## src/rtl/accel_pkg.sv

```systemverilog
// Shared accelerator types: lane counts, psum/pixel types and the collector state encoding.
package accel_pkg;

    localparam int unsigned PARALLEL_OFM = 2;
    localparam int unsigned PARALLEL_IFM = 2;
    localparam int unsigned PSUM_W       = 20;
    localparam int unsigned PIX_W        = 8;

    typedef logic signed [PSUM_W-1:0] psum_t;
    typedef logic signed [PIX_W-1:0]  pixel_t;

    typedef enum logic [1:0] {
        IDLE  = 2'd0,
        ACCUM = 2'd1,
        DRAIN = 2'd2
    } collector_state_e;

endpackage

```

## src/rtl/psum_lane_accum.sv

```systemverilog
// One output-channel lane: per-column accumulator file with overwrite/add write port and a
// quantize+saturate read port that looks at the next-state contents.
module psum_lane_accum #(
    parameter int unsigned ACC_WIDTH   = 20,
    parameter int unsigned DATA_WIDTH  = 8,
    parameter int unsigned COLS        = 3,
    parameter int unsigned QUANT_SHIFT = 4,
    parameter int unsigned COL_W       = (COLS > 1) ? $clog2(COLS) : 1
) (
    input  logic                  clk,
    input  logic                  wr_en_i,
    input  logic                  wr_first_i,
    input  logic [COL_W-1:0]      wr_col_i,
    input  logic [ACC_WIDTH-1:0]  wr_psum_i,
    input  logic [COL_W-1:0]      rd_col_i,
    output logic [DATA_WIDTH-1:0] rd_pix_c_o
);

    localparam logic signed [ACC_WIDTH-1:0] PIX_MAX = ACC_WIDTH'(2 ** (DATA_WIDTH - 1) - 1);
    localparam logic signed [ACC_WIDTH-1:0] PIX_MIN = -PIX_MAX - ACC_WIDTH'(1);

    logic [ACC_WIDTH-1:0]        acc_q [COLS];
    logic [ACC_WIDTH-1:0]        acc_d [COLS];
    logic signed [ACC_WIDTH-1:0] rd_acc;
    logic signed [ACC_WIDTH-1:0] rd_shift;

    // Pass 0 overwrites, so the file needs no reset; later passes add with natural wrap.
    always_comb begin
        acc_d = acc_q;
        if (wr_en_i) begin
            acc_d[wr_col_i] = wr_first_i ? wr_psum_i : acc_q[wr_col_i] + wr_psum_i;
        end
    end

    always_ff @(posedge clk) begin
        acc_q <= acc_d;
    end

    // Reading next-state contents lets the registered output see a same-edge final write.
    always_comb begin
        rd_acc   = acc_d[rd_col_i];
        rd_shift = rd_acc >>> QUANT_SHIFT;
        if (rd_shift > PIX_MAX) begin
            rd_pix_c_o = DATA_WIDTH'(PIX_MAX);
        end else if (rd_shift < PIX_MIN) begin
            rd_pix_c_o = DATA_WIDTH'(PIX_MIN);
        end else begin
            rd_pix_c_o = DATA_WIDTH'(rd_shift);
        end
    end

endmodule

```

## src/rtl/psum_collector.sv

```systemverilog
// Collects column partial sums from the PE array, accumulates them over IFM passes and
// drains the quantized OFM row over valid/ready while stalling the feeder.
module psum_collector #(
    parameter int unsigned DATA_WIDTH   = 8,
    parameter int unsigned ACC_WIDTH    = 20,
    parameter int unsigned ROW_WIDTH    = 5,
    parameter int unsigned KERNEL_WIDTH = 3,
    parameter int unsigned PARALLEL_OFM = 2,
    parameter int unsigned QUANT_SHIFT  = 4
) (
    input  logic                                    clk,
    input  logic                                    arst_n,
    input  logic                                    start,
    input  logic [7:0]                              ifm_passes,
    input  logic                                    pe_valid,
    input  logic [PARALLEL_OFM-1:0][ACC_WIDTH-1:0]  pe_psum,
    input  logic [PARALLEL_OFM-1:0]                 pofm_active,
    output logic                                    out_valid,
    input  logic                                    out_ready,
    output logic [PARALLEL_OFM-1:0][DATA_WIDTH-1:0] out_data,
    output logic                                    out_last,
    output logic                                    processing_stall,
    output logic                                    busy,
    output logic                                    done,
    output logic                                    proto_err
);

    import accel_pkg::collector_state_e;
    import accel_pkg::IDLE;
    import accel_pkg::ACCUM;
    import accel_pkg::DRAIN;

    localparam int unsigned OUT_COLS = ROW_WIDTH - KERNEL_WIDTH + 1;
    localparam int unsigned COL_W    = (OUT_COLS > 1) ? $clog2(OUT_COLS) : 1;
    localparam logic [COL_W-1:0] LAST_COL = COL_W'(OUT_COLS - 1);

    collector_state_e                        state_q, state_d;
    logic [7:0]                              pass_q, pass_d;
    logic [7:0]                              passes_q, passes_d;
    logic [COL_W-1:0]                        col_q, col_d;
    logic [COL_W-1:0]                        drain_q, drain_d;
    logic [PARALLEL_OFM-1:0]                 mask_q, mask_d;
    logic                                    valid_q, valid_d;
    logic                                    last_q, last_d;
    logic                                    stall_q, stall_d;
    logic                                    busy_q, busy_d;
    logic                                    done_q, done_d;
    logic                                    err_q, err_d;
    logic [PARALLEL_OFM-1:0][DATA_WIDTH-1:0] data_q, data_d;
    logic [PARALLEL_OFM-1:0][DATA_WIDTH-1:0] lane_pix;
    logic                                    wr_en_c;

    for (genvar l = 0; l < PARALLEL_OFM; l++) begin : g_lane
        psum_lane_accum #(
            .ACC_WIDTH  (ACC_WIDTH),
            .DATA_WIDTH (DATA_WIDTH),
            .COLS       (OUT_COLS),
            .QUANT_SHIFT(QUANT_SHIFT),
            .COL_W      (COL_W)
        ) u_lane (
            .clk       (clk),
            .wr_en_i   (wr_en_c && mask_q[l]),
            .wr_first_i(pass_q == 8'd0),
            .wr_col_i  (col_q),
            .wr_psum_i (pe_psum[l]),
            .rd_col_i  (drain_d),
            .rd_pix_c_o(lane_pix[l])
        );
    end

    // Next-state and registered-output decode.
    always_comb begin
        state_d  = state_q;
        pass_d   = pass_q;
        passes_d = passes_q;
        col_d    = col_q;
        drain_d  = drain_q;
        mask_d   = mask_q;
        done_d   = 1'b0;
        wr_en_c  = 1'b0;
        err_d    = err_q | (pe_valid && (state_q != ACCUM));

        case (state_q)
            IDLE: begin
                if (start) begin
                    state_d  = ACCUM;
                    pass_d   = 8'd0;
                    col_d    = '0;
                    drain_d  = '0;
                    passes_d = (ifm_passes == 8'd0) ? 8'd1 : ifm_passes;
                    mask_d   = pofm_active;
                end
            end
            ACCUM: begin
                if (pe_valid) begin
                    wr_en_c = 1'b1;
                    if (col_q == LAST_COL) begin
                        col_d = '0;
                        if (pass_q == passes_q - 8'd1) begin
                            state_d = DRAIN;
                            drain_d = '0;
                        end else begin
                            pass_d = pass_q + 8'd1;
                        end
                    end else begin
                        col_d = col_q + COL_W'(1);
                    end
                end
            end
            DRAIN: begin
                if (out_ready) begin
                    if (drain_q == LAST_COL) begin
                        state_d = IDLE;
                        drain_d = '0;
                        done_d  = 1'b1;
                    end else begin
                        drain_d = drain_q + COL_W'(1);
                    end
                end
            end
            default: state_d = IDLE;
        endcase

        valid_d = (state_d == DRAIN);
        stall_d = (state_d == DRAIN);
        busy_d  = (state_d != IDLE);
        last_d  = valid_d && (drain_d == LAST_COL);
        for (int l = 0; l < PARALLEL_OFM; l++) begin
            data_d[l] = (valid_d && mask_d[l]) ? lane_pix[l] : '0;
        end
    end

    always_ff @(posedge clk or negedge arst_n) begin
        if (!arst_n) begin
            state_q  <= IDLE;
            pass_q   <= '0;
            passes_q <= '0;
            col_q    <= '0;
            drain_q  <= '0;
            mask_q   <= '0;
            valid_q  <= 1'b0;
            last_q   <= 1'b0;
            stall_q  <= 1'b0;
            busy_q   <= 1'b0;
            done_q   <= 1'b0;
            err_q    <= 1'b0;
            data_q   <= '0;
        end else begin
            state_q  <= state_d;
            pass_q   <= pass_d;
            passes_q <= passes_d;
            col_q    <= col_d;
            drain_q  <= drain_d;
            mask_q   <= mask_d;
            valid_q  <= valid_d;
            last_q   <= last_d;
            stall_q  <= stall_d;
            busy_q   <= busy_d;
            done_q   <= done_d;
            err_q    <= err_d;
            data_q   <= data_d;
        end
    end

    assign out_valid        = valid_q;
    assign out_last         = last_q;
    assign out_data         = data_q;
    assign processing_stall = stall_q;
    assign busy             = busy_q;
    assign done             = done_q;
    assign proto_err        = err_q;

endmodule

```

## config.mk

```make
export PLATFORM = sky130hd
export DESIGN_NAME = psum_collector
export DESIGN_NICKNAME = d
export VERILOG_FILES = /design/src/rtl/accel_pkg.sv /design/src/rtl/psum_lane_accum.sv /design/src/rtl/psum_collector.sv
export SDC_FILE = /design/constraint.sdc
export NUM_CORES = 1
export LEC_CHECK = 0
export CELL_PAD_IN_SITES_DETAIL_PLACEMENT = 0
export CELL_PAD_IN_SITES_GLOBAL_PLACEMENT = 1
export CORE_MARGIN = 5
export CORE_UTILIZATION = 45
export CTS_CLUSTER_DIAMETER = 50
export DETAILED_ROUTE_END_ITERATION = 12
export GPL_TIMING_DRIVEN = 0
export PLACE_DENSITY = 0.77
export SETUP_SLACK_MARGIN = 0.4
export SYNTH_ARGS = -nofsm -noshare
export SYNTH_HDL_FRONTEND = slang
export SYNTH_HIERARCHICAL = 1
export SYNTH_SLANG_ARGS = --single-unit
```

## constraint.sdc

```tcl
create_clock -name clk -period 6.9 [get_ports clk]
set_input_delay 1.035 -clock clk [delete_from_list [all_inputs] [get_ports clk]]
set_output_delay 1.035 -clock clk [all_outputs]
set_load 0.02 [all_outputs]
```

==> run summary <==
Status = finished clean
TritonCTS clock tree = built
Post-synth top area cell = dfxtp_1
Hold Crit Class = in2async
Most used DFF post-synth = dfxtp_1
Net count after synthesis = 1,435
Iter 0 DRT Violations = 873
Post-Synth Adder-Cell Area = 4.92%
Endpoints failing hold = 0
Rel. slew slack = 41.2%
Data required, critical path = 7.23 ns
Compound-Gate Fraction of Synth Area = 26.6%
Synth Area in XOR/XNOR = 2.56%
Top cells by count, synth = nand2_1 (192), o21ai_0 (132), nor2_1 (98)
Layout cells sized above 1 = 9.46%
Clock slew at reported path FFs = 0.07 ns
Final Skew = 0.00993 ns
Via-to-Cell Ratio = 5.88
Mapped Avg Cell Area = 8.40 sq um
Fill cell count = 2,378
Post-CTS Hold Buffers = 0
P_leak = 5.23 nW
PortBufs = 76
Synth unique cells = 119
Tcrit/Tclk final = 88.9%
H-tree depth = 4
Tightest Pin Transition = 0.882 ns
Largest family of logic cells by synthesized area = compound AO/OA/AOI/OAI gates
Remaining global-route overflow = 0
Core Box Area = 0.0245 sq mm
Multi-input gate area = 0.00680 sq mm
Initial cell density of the core = 45.9%
Crit end category = flop
WL final = 34,000 microns
P&R area growth vs syn = 15.8%
Area contributors post-synth = dfxtp_1 (17%), dfrtp_1 (10%), mux2i_1 (6.4%)
DIE HEIGHT = 168 microns
First-pass GRT wire length = 53,500 microns
Setup violators final = 0
Initial antenna violation count = 0
Cell Pwr Density = 210 mW/mm^2
Clock sink count = 165
Drt pass-1 iters = 5
Final net count = 1,533
CTS Buf Count = 17
Post-CTS setup buffers = 0
Gr usage total = 23.7%
Antenna Nets Post-Route = 0
Clock latency on the worst-skew pair = 0.44 ns
Top Ports = 77
Seq/Total Area, Yosys = 33.5%
Setup TNS = 0 ns
Async set or reset register ratio after synthesis = 27.3%
Detailed-route via count = 10,426
Clock period minus worst slack = 6.13 ns
Top-count cell post-synth = nand2_1
Reg2reg setup slack = 0.77 ns
Peak VDD IR = 0.000166 V
Synth top area share = 17.1%
Synthesized flop and latch total = 165
Register area = 0.00377 sq mm
Post-DP Area = 0.0124 sq mm
RSZ-0062 raised after global routing = true
CTS root buf = clkbuf_16
DP HPWL = 25,800 microns
Highest clock rate = 0.163 GHz
Die ar. = 0.0282 sq mm
Synthesized area = 0.0112 sq mm
YS warnings = 6
Max Cap Violations = 0
Drt wl/cell = 19.2 microns
Post-synth EDFFs = 24
PostCTS Resize Cnt = 0
Cell area after layout = 0.0130 sq mm
DRC Markers = 0
Critical path class = reg2reg
Vias in the first global route = 9,595
Largest net degree at the start of global routing = 37
Post-synthesis simple-gate area fraction = 18.9%
Crit path max fanout = 10
Clk buf depth = 2
GPL Wtd Cong = 0.893
Slew Viols, Final = 0
FP Rows = 57
N_diodes = 0
Worst path arrival time = 6.46 ns
Die W = 168 microns
Syn Inst Count = 1,337
Mux contribution to synthesized area = 7.54%
Startpoint Class = flop
-- metal layers --
layer | global-route usage (%) | wire (microns) | up-vias
met5 | 0 | 0 | -
met4 | 5.12 | 361 | 0
met3 | 4.10 | 2470 | 25
met2 | 34.4 | 14300 | 340
met1 | 36.6 | 16900 | 4968
li1 | - | - | 5093
-- cell type report --
type	count	share of cell area, %
inverters	62	1.79
multi-input cells	1036	52.3
repair buffers	79	6.08
flip-flops and latches	165	29.0
clock buffers	17	3.27
clock inverters	15	1.03
plain buffers	74	3.49
well taps	324	3.12
-- path summary, 6_finish.rpt --
check	startpoint	end	cells after the start
worst min register to register	proto_err$_DFF_PN0_	proto_err$_DFF_PN0_	1
worst max register to register	col_q[1]$_DFFE_PN0P_	out_data[13]$_DFF_PN0_	19
max in group asynchronous	arst_n	drain_q[1]$_DFF_PN0_	2
worst max-delay path	col_q[1]$_DFFE_PN0P_	out_data[13]$_DFF_PN0_	19
worst min-delay path	arst_n	passes_q[4]$_DFFE_PN0P_	1
min in group clk	proto_err$_DFF_PN0_	proto_err$_DFF_PN0_	1
-- metrics by stage --
stage          util (%)  power (W)  std cells  setup WS (ns)  hold slack (ns)
5_1_grt            53.2    0.00286       1772          0.379            0.451
3_3_place_gp       50.7    0.00180       1737         0.0791            0.441
3_5_place_dp       50.8    0.00182       1740          0.579            0.446
2_1_floorplan         -    0.00156       1337           2.16            0.437
4_1_cts            53.1    0.00274       1772          0.551            0.439
6_report           53.2    0.00273       1772          0.767            0.449
-- power breakdown --
part	internal, W	switching (W)	leakage, nW
registers	0.00102	0.0000310	1.57
clock network	0.000476	0.000442	0.269
logic	0.000271	0.000489	3.39
total	0.00177	0.000963	5.23
-- cells in the final DEF, fill, tap and decap left out, drive strengths merged, types with 13 or more instances in the layout --
cell type | netlist | final
nor2 | 99 | 99
and3 | 13 | 13
a21oi | 90 | 90
nand3 | 26 | 26
edfxtp | 24 | 24
a21o | 21 | 21
a211oi | 35 | 35
dfxtp | 96 | 96
dfrtp | 45 | 45
a31oi | 17 | 17
mux2i | 73 | 73
clkdlybuf4s50 | 0 | 75
nand4 | 25 | 25
nand2 | 192 | 192
buf | 19 | 21
inv | 59 | 69
o21ai | 151 | 151
o22ai | 14 | 14
ha | 41 | 41
clkbuf | 53 | 70
xnor2 | 18 | 18
xor2 | 14 | 14
-- worst max-delay path: stages (launching register included) --
cell	delay (ns)
dfrtp_1	0.47
clkbuf_1	0.28
clkdlybuf4s15_1	0.74
clkbuf_2	0.50
mux2i_1	0.13
o21ai_0	0.49
ha_1	0.35
buf_6	0.14
a21o_1	0.21
a31oi_1	0.20
o221ai_1	0.19
a311oi_4	0.33
xnor2_2	0.17
a21oi_1	0.12
o32a_1	0.43
a2111oi_4	0.58
nand4_1	0.14
a22oi_1	0.22
inv_1	0.09
a211oi_2	0.21
-- cells by family after synthesis --
| group | count (synthesis) |
|---|---|
| compound gates | 439 |
| xor+xnor | 32 |
| fa+ha+maj | 43 |
| buf+inv | 136 |
| flops | 165 |
| mux | 83 |
| simple gates | 439 |
No activity file was read; power rests on OpenSTA's default activity.
